**config.mk**
```make
export PLATFORM = sky130hd
export DESIGN_NAME = fetch_unit
export DESIGN_NICKNAME = d
export VERILOG_FILES = /design/src/rtl/fetch_unit_pkg.sv /design/src/rtl/fetch_unit_buf.sv /design/src/rtl/fetch_unit.sv
export SDC_FILE = /design/constraint.sdc
export NUM_CORES = 1
export LEC_CHECK = 0
export BUFFER_PORTS_ARGS = -buffer_cell sky130_fd_sc_hd__buf_2
export CORE_MARGIN = 5
export CORE_UTILIZATION = 53
export DETAILED_ROUTE_END_ITERATION = 10
export PLACE_DENSITY = 0.79
export SKIP_CTS_REPAIR_TIMING = 1
export SLEW_MARGIN = 25
export SYNTH_ARGS = -nofsm -noshare
export SYNTH_HDL_FRONTEND = slang
export SYNTH_SLANG_ARGS = --single-unit
```
**constraint.sdc**
```tcl
create_clock -name clk_i -period 5.35 [get_ports clk_i]
set_input_delay 0.2675 -clock clk_i [delete_from_list [all_inputs] [get_ports clk_i]]
set_output_delay 0.2675 -clock clk_i [all_outputs]
set_load 0.02 [all_outputs]
```
**src/rtl/fetch_unit_pkg.sv**
```systemverilog
// Shared types and defaults for the instruction fetch unit.
// Optional feature macro: FETCH_ADEL_CHECK_EN (misaligned-fetch trap).
package fetch_unit_pkg;

    typedef logic [31:0] word_t;

    typedef enum logic [1:0] {
        S_REQ  = 2'd0,
        S_WAIT = 2'd1,
        S_HOLD = 2'd2
    } fetch_state_t;

    localparam word_t RESET_PC_DEFAULT = 32'hBFC0_0000;

    // Word-align an address by clearing the byte-offset bits.
    function automatic word_t align_pc(input word_t pc);
        return {pc[31:2], 2'b00};
    endfunction

endpackage

```
**src/rtl/fetch_unit_buf.sv**
```systemverilog
// One-entry output register between fetch and decode.
// Holds pc / instr / pc+4 / adel; clear has priority over load.
module fetch_buf
    import fetch_unit_pkg::*;
(
    input  logic        clk_i,
    input  logic        reset_i,
    input  logic        load_i,
    input  logic        clear_i,
    input  logic [31:0] pc_i,
    input  logic [31:0] instr_i,
    input  logic        adel_i,
    output logic        valid_o,
    output logic [31:0] pc_o,
    output logic [31:0] instr_o,
    output logic [31:0] pcplus4_o,
    output logic        adel_o
);

    logic  valid_q;
    logic  adel_q;
    word_t pc_q;
    word_t instr_q;
    word_t pcplus4_q;

    // Capture a new entry, invalidate it, or hold it unchanged.
    always_ff @(posedge clk_i or posedge reset_i) begin
        if (reset_i) begin
            valid_q   <= 1'b0;
            adel_q    <= 1'b0;
            pc_q      <= '0;
            instr_q   <= '0;
            pcplus4_q <= '0;
        end else if (clear_i) begin
            valid_q <= 1'b0;
            adel_q  <= 1'b0;
        end else if (load_i) begin
            valid_q   <= 1'b1;
            adel_q    <= adel_i;
            pc_q      <= pc_i;
            instr_q   <= instr_i;
            pcplus4_q <= pc_i + 32'd4;
        end
    end

    assign valid_o   = valid_q;
    assign adel_o    = adel_q;
    assign pc_o      = pc_q;
    assign instr_o   = instr_q;
    assign pcplus4_o = pcplus4_q;

endmodule

```
**src/rtl/fetch_unit.sv**
```systemverilog
// Instruction fetch unit: single-outstanding request to instruction memory,
// redirect handling with response discard, one-entry output register.
// Optional feature macro: FETCH_ADEL_CHECK_EN -- when defined, a misaligned
// pc raises no request and presents an address-error entry instead; when
// undefined, the byte-offset bits are simply cleared on inst_addr_o.
module fetch_unit
    import fetch_unit_pkg::*;
#(
    parameter logic [31:0] RESET_PC = RESET_PC_DEFAULT
) (
    input  logic        clk_i,
    input  logic        reset_i,
    input  logic        stall_i,
    input  logic        redirect_valid_i,
    input  logic [31:0] redirect_pc_i,
    output logic        inst_req_o,
    output logic [31:0] inst_addr_o,
    input  logic        inst_addr_ok_i,
    input  logic        inst_data_ok_i,
    input  logic [31:0] inst_rdata_i,
    output logic        out_valid_o,
    output logic [31:0] out_pc_o,
    output logic [31:0] out_instr_o,
    output logic [31:0] out_pcplus4_o,
    output logic        out_adel_o
);

    fetch_state_t state_q;
    word_t        pc_q;
    word_t        pend_pc_q;
    logic         discard_q;
    logic         pending_q;

    logic  buf_valid;
    logic  buf_adel;
    logic  buf_load;
    logic  buf_clear;
    logic  buf_adel_in;
    word_t buf_instr_in;
    logic  misaligned;
    logic  stall_block;

`ifdef FETCH_ADEL_CHECK_EN
    assign misaligned  = (pc_q[1:0] != 2'b00);
    assign inst_addr_o = pc_q;
`else
    assign misaligned  = 1'b0;
    assign inst_addr_o = align_pc(pc_q);
`endif

    // A new request is held back only while an unconsumed entry sits in the
    // output register under stall; otherwise a second response would have
    // nowhere to land. Once issued, the request stays up until accepted.
    assign stall_block = buf_valid && stall_i;
    assign inst_req_o  = (state_q == S_REQ) && !stall_block && !misaligned;

    // Output-register control: redirect invalidates, a good response or an
    // address-error entry loads, otherwise an unstalled decode consumes it.
    always_comb begin
        buf_load     = 1'b0;
        buf_clear    = 1'b0;
        buf_instr_in = inst_rdata_i;
        buf_adel_in  = 1'b0;
        if (redirect_valid_i) begin
            buf_clear = 1'b1;
        end else begin
            if (state_q == S_WAIT && inst_data_ok_i && !discard_q) begin
                buf_load = 1'b1;
            end
            if (state_q == S_REQ && misaligned && !stall_block) begin
                buf_load     = 1'b1;
                buf_instr_in = '0;
                buf_adel_in  = 1'b1;
            end
            if (!buf_load && !stall_i) begin
                buf_clear = 1'b1;
            end
        end
    end

    // Fetch sequencing: request, wait for data, hold while decode is stalled.
    always_ff @(posedge clk_i or posedge reset_i) begin
        if (reset_i) begin
            state_q   <= S_REQ;
            pc_q      <= RESET_PC;
            pend_pc_q <= '0;
            discard_q <= 1'b0;
            pending_q <= 1'b0;
        end else begin
            case (state_q)
                S_REQ: begin
                    if (inst_req_o) begin
                        // Address must stay put until accepted; remember the
                        // redirect and throw away the old response later.
                        if (redirect_valid_i) begin
                            pending_q <= 1'b1;
                            pend_pc_q <= redirect_pc_i;
                            discard_q <= 1'b1;
                        end
                        if (inst_addr_ok_i) begin
                            state_q <= S_WAIT;
                        end
                    end else if (redirect_valid_i) begin
                        pc_q      <= redirect_pc_i;
                        pending_q <= 1'b0;
                        discard_q <= 1'b0;
                    end else if (misaligned && !stall_block) begin
                        state_q <= S_HOLD;
                    end
                end
                S_WAIT: begin
                    if (inst_data_ok_i) begin
                        if (redirect_valid_i) begin
                            pc_q      <= redirect_pc_i;
                            pending_q <= 1'b0;
                            discard_q <= 1'b0;
                            state_q   <= S_REQ;
                        end else if (discard_q) begin
                            pc_q      <= pending_q ? pend_pc_q : pc_q;
                            pending_q <= 1'b0;
                            discard_q <= 1'b0;
                            state_q   <= S_REQ;
                        end else begin
                            pc_q    <= pc_q + 32'd4;
                            state_q <= stall_i ? S_HOLD : S_REQ;
                        end
                    end else if (redirect_valid_i) begin
                        pending_q <= 1'b1;
                        pend_pc_q <= redirect_pc_i;
                        discard_q <= 1'b1;
                    end
                end
                S_HOLD: begin
                    // An address-error entry parks here until redirected.
                    if (redirect_valid_i) begin
                        pc_q    <= redirect_pc_i;
                        state_q <= S_REQ;
                    end else if (!stall_i && !buf_adel) begin
                        state_q <= S_REQ;
                    end
                end
                default: state_q <= S_REQ;
            endcase
        end
    end

    fetch_buf u_buf (
        .clk_i     (clk_i),
        .reset_i   (reset_i),
        .load_i    (buf_load),
        .clear_i   (buf_clear),
        .pc_i      (pc_q),
        .instr_i   (buf_instr_in),
        .adel_i    (buf_adel_in),
        .valid_o   (buf_valid),
        .pc_o      (out_pc_o),
        .instr_o   (out_instr_o),
        .pcplus4_o (out_pcplus4_o),
        .adel_o    (buf_adel)
    );

    assign out_valid_o = buf_valid;
    assign out_adel_o  = buf_adel;

endmodule

```
# Word level (Yosys, flattened, before mapping)
# Index checks and enable logic that the tools add are counted.
# W data, S select, Z words.
# op_classes
mux	40
eq_ne	11
n_mul	0
shift	0
n_lt_le_gt_ge	0
add_sub_neg	1
reduce_logical	21
bitwise	1
div_mod_pow	0
# op_table
cell	count
$mux W32	9
$pmux W32 S3	1
$pmux W32 S2	1
$add A32 B3 Y32 const B	1
$mux W1	18
$mux W2	8
$ne A2 B2 Y1 const B	5
$ne A4 B4 Y1 const B	2
$reduce_and A4 Y1	2
$logic_and A1 B1 Y1	6
$ne A3 B3 Y1 const B	2
$pmux W2 S3	1
$reduce_and A3 Y1	2
$logic_not A1 Y1	5
$pmux W1 S2	2
$reduce_and A2 Y1	2
$reduce_bool A2 Y1	2
$reduce_bool A3 Y1	1
$eq A2 B1 Y1 const B	1
$eq A2 B2 Y1 const B	1
$logic_not A2 Y1	1
$not A1 Y1	1
# totals
latchBits	0
word_cells	84
regBits	166
romBits	0
n_memories	0
ramBits	0
input_bits	70

# Longest topological paths before layout
# Gate-level depths: netlist (run 1).
# depth
ltp_word	11
mapped_depth	9
depth_no_buf	6

# Hierarchy
# A second synthesis (run 1) with hierarchy kept.
# hier_totals
hier_cells	880
hier_area_um2	8201.6
# by_module_without_submodules
mod	area_each_um2	cells_each	instances
fetch_buf	4161.5	468	1
fetch_unit	4040.1	412	1

# Least setup slack after synthesis (run 1)
# OpenSTA, ideal clock, no wires.
# synth_timing
kind	register to register
startpoint	reg pc_q[2]
endpoint	reg pc_q[30]
t_required_ns	5.279
t_arrival_ns	1.909
period_less_slack_ns	1.979
path_stages_with_launch	8
setup_time_ns	0.071
path_slack_ns	3.371
path_cell_list	dfrtp_1 > ha_1 > and3_1 > buf_2 > nand4_2 > or3_1 > or4_1 > nand4_1
# synth_between
elab_chain_len	5
# synth_rtl
element	line	rtl
start: declaration	fetch_unit.sv:29	word_t pc_q;
start signal: assignment	fetch_unit.sv:104	pc_q <= redirect_pc_i;
start signal: assignment	fetch_unit.sv:114	pc_q <= redirect_pc_i;
start signal: assignment	fetch_unit.sv:119	pc_q <= pending_q ? pend_pc_q : pc_q;
$add A32 B3 Y32	fetch_unit.sv:124	pc_q <= pc_q + 32'd4;
$mux W32	fetch_unit.sv:118	end else if (discard_q) begin
$mux W32	fetch_unit.sv:113	if (redirect_valid_i) begin
$mux W32	fetch_unit.sv:112	if (inst_data_ok_i) begin
$pmux W32 S3	fetch_unit.sv:90	case (state_q)
# Every way passes these cells. The select of a mux whose other input is x is not followed.
# A chain may end at the register's enable or synchronous reset.

# Worst setup path after layout (run 1)
# layout_timing
startpoint	reg discard_q
endpoint	reg pc_q[25]
# layout_between
elab_chain_len	4
word_cells_on_any_way	6
cone_classes	eq/ne (1); mux (4); reduce/logical (1)
# layout_rtl
element	line	rtl
start: declaration	fetch_unit.sv:31	logic discard_q;
start signal: assignment	fetch_unit.sv:87	discard_q <= 1'b0;
start signal: assignment	fetch_unit.sv:98	discard_q <= 1'b1;
start signal: assignment	fetch_unit.sv:106	discard_q <= 1'b0;
$mux W32	fetch_unit.sv:118	
$mux W32	fetch_unit.sv:113	
$mux W32	fetch_unit.sv:112	
$pmux W32 S3	fetch_unit.sv:90	
end signal: assignment	fetch_unit.sv:114	
end signal: assignment	fetch_unit.sv:119	
end signal: assignment	fetch_unit.sv:124	
# Several ways; a longest one is shown, not always the timed one. The select of a mux whose other input is x is not followed.

==> results.sh, run 1 <==
export IMPL_status="complete, no violations"
export IMPL_rows=44
export IMPL_dieArea_um2=17300
export IMPL_wl_um=20100
export IMPL_synth_main_ff_cell="dfrtp_1"
export IMPL_clk_pin_slew_ns=0.06
export IMPL_ant_nets=0
export IMPL_grt_pass1_vias=6141
export IMPL_drive_gt1_share_pct=28.5
export IMPL_cts_root_buffer="clkbuf_16"
export IMPL_vias_per_cell=5.41
export IMPL_clock_latency_ns=0.43
export IMPL_synth_common_cells="nand2_1, dfrtp_1, nor2_1, a21oi_1, buf_4"
export IMPL_crit_required_ns=5.72
export IMPL_setup_worst_path_start="discard_q"
export IMPL_cts_sinks=163
export IMPL_worst_path_max_delay_cell="or4_1"
export IMPL_synth_edf_count=0
export IMPL_syn_area_per_cell_um2=9.19
export IMPL_grt_max_degree=122
export IMPL_skew_ns=0.00746
export IMPL_path_max_fanout=38
export IMPL_die_h_um=131
export IMPL_dieWidth_um=131
export IMPL_power_density_nw_per_um2=582
export IMPL_core_area_um2=14500
export IMPL_yosysUniqueCellTypes=55
export IMPL_min_period_ns=2.53
export IMPL_first_iter_violations=475
export IMPL_synth_largest_area_cell="dfrtp_1"
export IMPL_crit_family="simple AND/OR/NAND/NOR gates"
export IMPL_gp_congestion=0.870
export IMPL_clk_path_buf_depth=2
export IMPL_hold_class="in2async"
export IMPL_n_fill_cell=1206
export IMPL_fin_nets=1053
export IMPL_relSlewSlack_pct=33.8
export IMPL_finalSetupViolations=0
export IMPL_port_buffers=197
export IMPL_slew_viol_final=0
export IMPL_netlist_area_um2=7820
export IMPL_rsz0062_at_grt="no"
export IMPL_min_period_over_period_pct=47.3
export IMPL_grt_overflow_total=0
export IMPL_synth_area_leaders="dfrtp_1, nand2_1, mux2_2"
export IMPL_dr_pass1_iters=5
export IMPL_drcViolationCount=0
export IMPL_dp_hpwl_um=13800
export IMPL_synth_top_area_share_pct=49.3
export IMPL_io_pins=201
export IMPL_seq_area_frac_synth_pct=52.3
export IMPL_whs_ns=0.00818
export IMPL_grt_usage_pct=23.1
export IMPL_max_freq_ghz=0.395
export IMPL_yosysWarnings=0
export IMPL_worst_path_buf_inv=2
export IMPL_synth_seq_cells=163
export IMPL_reg2reg_from="discard_q"
export IMPL_critPathKind="reg2reg"
export IMPL_cp_start_kind="flop"
export IMPL_start_util_pct=54.0
export IMPL_vias=6381
export IMPL_setup_worst_path_end_class="flop"
export IMPL_path_cells="buf_4 -> inv_1 -> nand2_2 -> or4_1 -> o31ai_1 -> a22o_1"
export IMPL_grt_pass1_wl_um=32500
export IMPL_cts_buffers=17
export IMPL_synth_most_common_cell="nand2_1"
export IMPL_p_leak_uw=0.00465
export IMPL_async_flop_share_pct=100
export IMPL_worst_slew_pin_slew_ns=0.993
export IMPL_tritoncts="yes"
export IMPL_final_util_pct=63.5
export IMPL_tns_ns=0
export IMPL_syn_inst=851
export IMPL_area_growth_pct=17.6
export IMPL_cts_htree_levels=4
export IMPL_peakVddDrop_uv=276
export IMPL_max_stage_delay_ns=0.59
export IMPL_wl_per_cell_um=17.1
export IMPL_maxCapViolCount=0
export IMPL_finalHoldViolCount=0
export IMPL_antenna_found_initial=2
export IMPL_worstPathArrival_ns=2.90
==> layout by cell type (no fill, tap or decap), types with 5 or more instances in the layout <==
master     count
o21ai_0       33
xnor2_1       13
o2bb2ai_1      6
nand2_1      248
or3_1          5
and4_1         6
a31oi_1       14
nand3_1       21
dfstp_2        9
buf_2        197
mux2_2        32
nor3_1         7
a21oi_1       41
buf_4          7
clkbuf_16     17
and2_1         6
inv_1          5
nor2_1        53
dfrtp_1      154
nand4_1       12
a211oi_1       5
and3_1        15
nor4_1         5
xor2_1        13
o211ai_1       6
a21o_1         6
==> per-stage QoR <==
step / setup WS [ns] / instances / power [uW] / instance area (um^2)
global route: 2.66 / 1180 / 5680 / 9200
detailed placement: 2.84 / 1146 / 4170 / 8580
global placement: 2.90 / 1146 / 4110 / 8580
CTS: 2.84 / 1178 / 5390 / 9170
floorplan: 0.692 / 853 / 3570 / 7830
finish: 2.82 / 1180 / 5350 / 9200
==> logic make-up (layout without fill, tap and decap cells) <==
family / count (synthesis) / count (layout) / share of synthesized area [%]
AND/OR/NAND/NOR: 393 / 393 / 22.1
other: 1 / 4 / 0.0480
buffers and inverters: 101 / 243 / 7.12
multiplexers: 34 / 34 / 4.86
AO/OA/AOI/OAI: 132 / 132 / 10.5
adder cells (fa/ha/maj): 1 / 1 / 0.160
flip-flops: 163 / 163 / 52.3
XOR/XNOR: 26 / 26 / 2.91
==> final timing paths <==
kind	endpoint	slack, ns	cells after the start
worst max-delay path	pc_q[25]	2.82	6
max in group asynchronous	u_buf.pc_o[13]	4.20	3
worst max register to register	pc_q[25]	2.82	6
min in group clk_i	u_buf.instr_o[6]	0.03	3
worst min register to register	u_buf.pc_o[4]	0.47	2
worst min-delay path	u_buf.instr_o[23]	0.008	2
==> power by group <==
| part | leakage (uW) | switching, uW | internal [uW] |
|---|---|---|---|
| Combinational | 0.00236 | 1250 | 693 |
| Clock | 0.000285 | 475 | 733 |
| Sequential | 0.00201 | 458 | 1740 |
==> routing by layer <==
metal / up-vias / routed length, um / part of all wire [%] / GRT usage, %
met5: - / 11 / 0.055 / 0
met4: 2 / 342 / 1.7 / 7.03
met3: 23 / 1310 / 6.5 / 6.12
met2: 236 / 9300 / 46 / 35.5
met1: 3022 / 9160 / 46 / 32.4
li1: 3098 / - / - / -
==> final cells by class <==
type	count	area, um^2	share of cell area (%)
Multi-Input combinational cell	589	3190	34.7
Timing Repair Buffer	205	1060	11.5
Tap cell	184	230	2.50
Sequential cell	163	4090	44.5
Clock buffer	23	488	5.31
Clock inverter	9	103	1.12
Inverter	6	30.0	0.327
Antenna cell	1	2.50	0.0272
==> state kept, by name (all words and copies together), names as in the netlist <==
signal / cells
u_buf.instr_o: 32
discard_q: 1
u_buf.valid_o: 1
pend_pc_q: 32
u_buf.pcplus4_o: 30
state_q: 2
pc_q: 32
pending_q: 1
u_buf.pc_o: 32
Note: power is estimated with default switching activity, not from simulation.
==> run 2: changes to the inputs <==
--- a/config.mk
+++ b/config.mk
@@ -7,9 +7,9 @@
 export LEC_CHECK = 0
 export BUFFER_PORTS_ARGS = -buffer_cell sky130_fd_sc_hd__buf_2
 export CORE_MARGIN = 5
-export CORE_UTILIZATION = 53
+export CORE_UTILIZATION = 48
 export DETAILED_ROUTE_END_ITERATION = 10
-export PLACE_DENSITY = 0.79
+export PLACE_DENSITY = 0.75
 export SKIP_CTS_REPAIR_TIMING = 1
 export SLEW_MARGIN = 25
 export SYNTH_ARGS = -nofsm -noshare
==> constraint.sdc (replaced) <==
create_clock -name clk_i -period 2.25 [get_ports clk_i]
set_input_delay 0.1125 -clock clk_i [delete_from_list [all_inputs] [get_ports clk_i]]
set_output_delay 0.1125 -clock clk_i [all_outputs]
set_load 0.02 [all_outputs]
==> run 2 against run 1 <==
Combinational power grew to 2.7 times the previous value. Flip-flop and latch count unchanged. Register-to-register slack worse by 2.7 ns. Largest cell class unchanged.
==> results.sh, run 2 (synthesized netlist as in run 1, its figures left out) <==
export IMPL_status="complete, no violations"
export IMPL_finalSetupViolations=0
export IMPL_drive_gt1_share_pct=29.0
export IMPL_start_util_pct=49.1
export IMPL_reg2regPathDepth=6
export IMPL_dr_pass1_iters=5
export IMPL_worstPathArrival_ns=2.41
export IMPL_rows=46
export IMPL_power_internal_uw=7880
export IMPL_min_period_ns=2.11
export IMPL_rsz0062_at_grt="no"
export IMPL_grt_pass1_vias=6278
export IMPL_grt_pass1_wl_um=33100
export IMPL_ant_nets=0
export IMPL_hold_class="in2reg"
export IMPL_dp_hpwl_um=15000
export IMPL_timing_final_ws_setup_ns=0.142
export IMPL_dieWidth_um=138
export IMPL_r2r_slack_ns=0.14
export IMPL_place_ws_ns=0.134
export IMPL_skew_ns=0.00808
export IMPL_finalHoldViolCount=0
export IMPL_tns_ns=0
export IMPL_vias_per_cell=5.28
export IMPL_diodes=0
export IMPL_grt_overflow_total=0
export IMPL_path_max_fanout=9
export IMPL_fin_nets=1151
export IMPL_cts_root_buffer="clkbuf_16"
export IMPL_vias=6914
export IMPL_min_period_over_period_pct=93.7
export IMPL_setup_worst_path_start="pc_q[8]"
export IMPL_p_leak_uw=0.00512
export IMPL_seqPwrFrac_pct=37.8
export IMPL_antenna_found_initial=0
export IMPL_cp_start_kind="flop"
export IMPL_power_density_nw_per_um2=1290
export IMPL_endpoint="pc_q[21]"
export IMPL_clkPwrFrac_pct=22.8
export IMPL_cts_htree_levels=4
export IMPL_worst_path_max_delay_cell="dfrtp_1"
export IMPL_grt_max_degree=91
export IMPL_crit_required_ns=2.55
export IMPL_maxCapViolCount=0
export IMPL_combPwrFrac_pct=39.3
export IMPL_wl_um=22100
export IMPL_clk_pin_slew_ns=0.06
export IMPL_peakVddDrop_uv=646
export IMPL_grt_usage_pct=22.5
export IMPL_most_common_layout_cells="nand2_1, buf_2, dfrtp_1"
export IMPL_reg2reg_from="pc_q[8]"
export IMPL_dieArea_um2=18900
export IMPL_io_pins=201
export IMPL_drcViolationCount=0
export IMPL_slew_viol_final=0
export IMPL_tritoncts="yes"
export IMPL_switching_share_pct=40.4
export IMPL_core_area_um2=15900
export IMPL_gp_congestion=0.883
export IMPL_wl_per_cell_um=16.9
export IMPL_cts_sinks=163
export IMPL_max_freq_ghz=0.474
export IMPL_clk_path_buf_depth=2
export IMPL_cts_buffers=17
export IMPL_r2r_end="pc_q[21]"
export IMPL_first_iter_violations=622
export IMPL_path_cells="and4_1 -> buf_4 -> nand4_4 -> nor3_1 -> o21ai_0 -> o2bb2ai_1"
export IMPL_die_h_um=138
export IMPL_p_switching_uw=5350
export IMPL_area_growth_pct=31.0
export IMPL_setup_worst_path_end_class="flop"
export IMPL_final_common_cell="nand2_1"
export IMPL_max_stage_delay_ns=0.45
export IMPL_critPathKind="reg2reg"
export IMPL_port_buffers=197
export IMPL_clock_latency_ns=0.43
run 2: changes by cell type in the layout (fill, tap and decap cells not counted), moves of 2 or more:
cell           before  now
buf_12              1    7
buf_4               7   32
clkinv_2            4    2
clkinv_4            0    2
dlygate4sd3_1       0   67
inv_6               0    2
run 2: worst min-delay path by stage:
stage	slack [ns]	cells after the start	to	start
final	0.02	4	state_q[0]	inst_data_ok_i
after global routing	0.07	4	state_q[0]	inst_data_ok_i
after CTS	-0.18	3	u_buf.pc_o[8]	reset_i
after detailed placement	0.27	3	u_buf.pc_o[8]	reset_i
after global placement	0.26	3	u_buf.pc_o[8]	reset_i
after floorplan	0.22	2	u_buf.instr_o[0]	inst_rdata_i[0]
run 2: layer usage:
layer / part of all wire [%] / global-route usage (%) / vias up
li1: - / - / 3301
met1: 44 / 30.3 / 3300
met2: 47 / 34.9 / 279
met3: 7.1 / 6.21 / 34
met4: 2.2 / 8.04 / 0
met5: 0 / 0 / -
run 2: stage by stage:
step / utilization (%) / instance area, um^2 / cells / hold WS [ns] / total power [uW]
after detailed placement: 56.1 / 8950 / 1210 / 0.266 / 10200
after global placement: 56.1 / 8950 / 1210 / 0.259 / 10000
final: 64.3 / 10200 / 1309 / 0.0205 / 13200
after CTS: 60.0 / 9570 / 1242 / -0.184 / 13200
after global routing: 64.3 / 10200 / 1309 / 0.0678 / 14000
after floorplan: - / 7830 / 853 / 0.218 / 8500
run 2: power groups by stage:
| stage | Combinational [uW] | Clock (uW) | Sequential [uW] |
|---|---|---|---|
| detailed placement | 5120 | 0 | 5040 |
| global placement | 5040 | 0 | 4990 |
| finish | 5200 | 3020 | 5000 |
| global route | 5640 | 3210 | 5170 |
| CTS | 5140 | 3060 | 4990 |
| floorplan | 2610 | 0 | 5890 |
run 2: final cells by class:
class | count | area (um^2)
Clock buffer | 21 | 470
Clock inverter | 11 | 150
Multi-Input combinational cell | 589 | 3200
Fill cell | 1296 | 5700
Sequential cell | 163 | 4090
Inverter | 6 | 26.3
Timing Repair Buffer | 303 | 2040
Tap cell | 216 | 270
run 2: critical path: cells and delay by family, from the launching register on:
family | cells | cell delay (ns)
flops | 1 | 0.45
simple gates | 3 | 0.98
buf+inv | 1 | 0.23
compound gates | 2 | 0.33
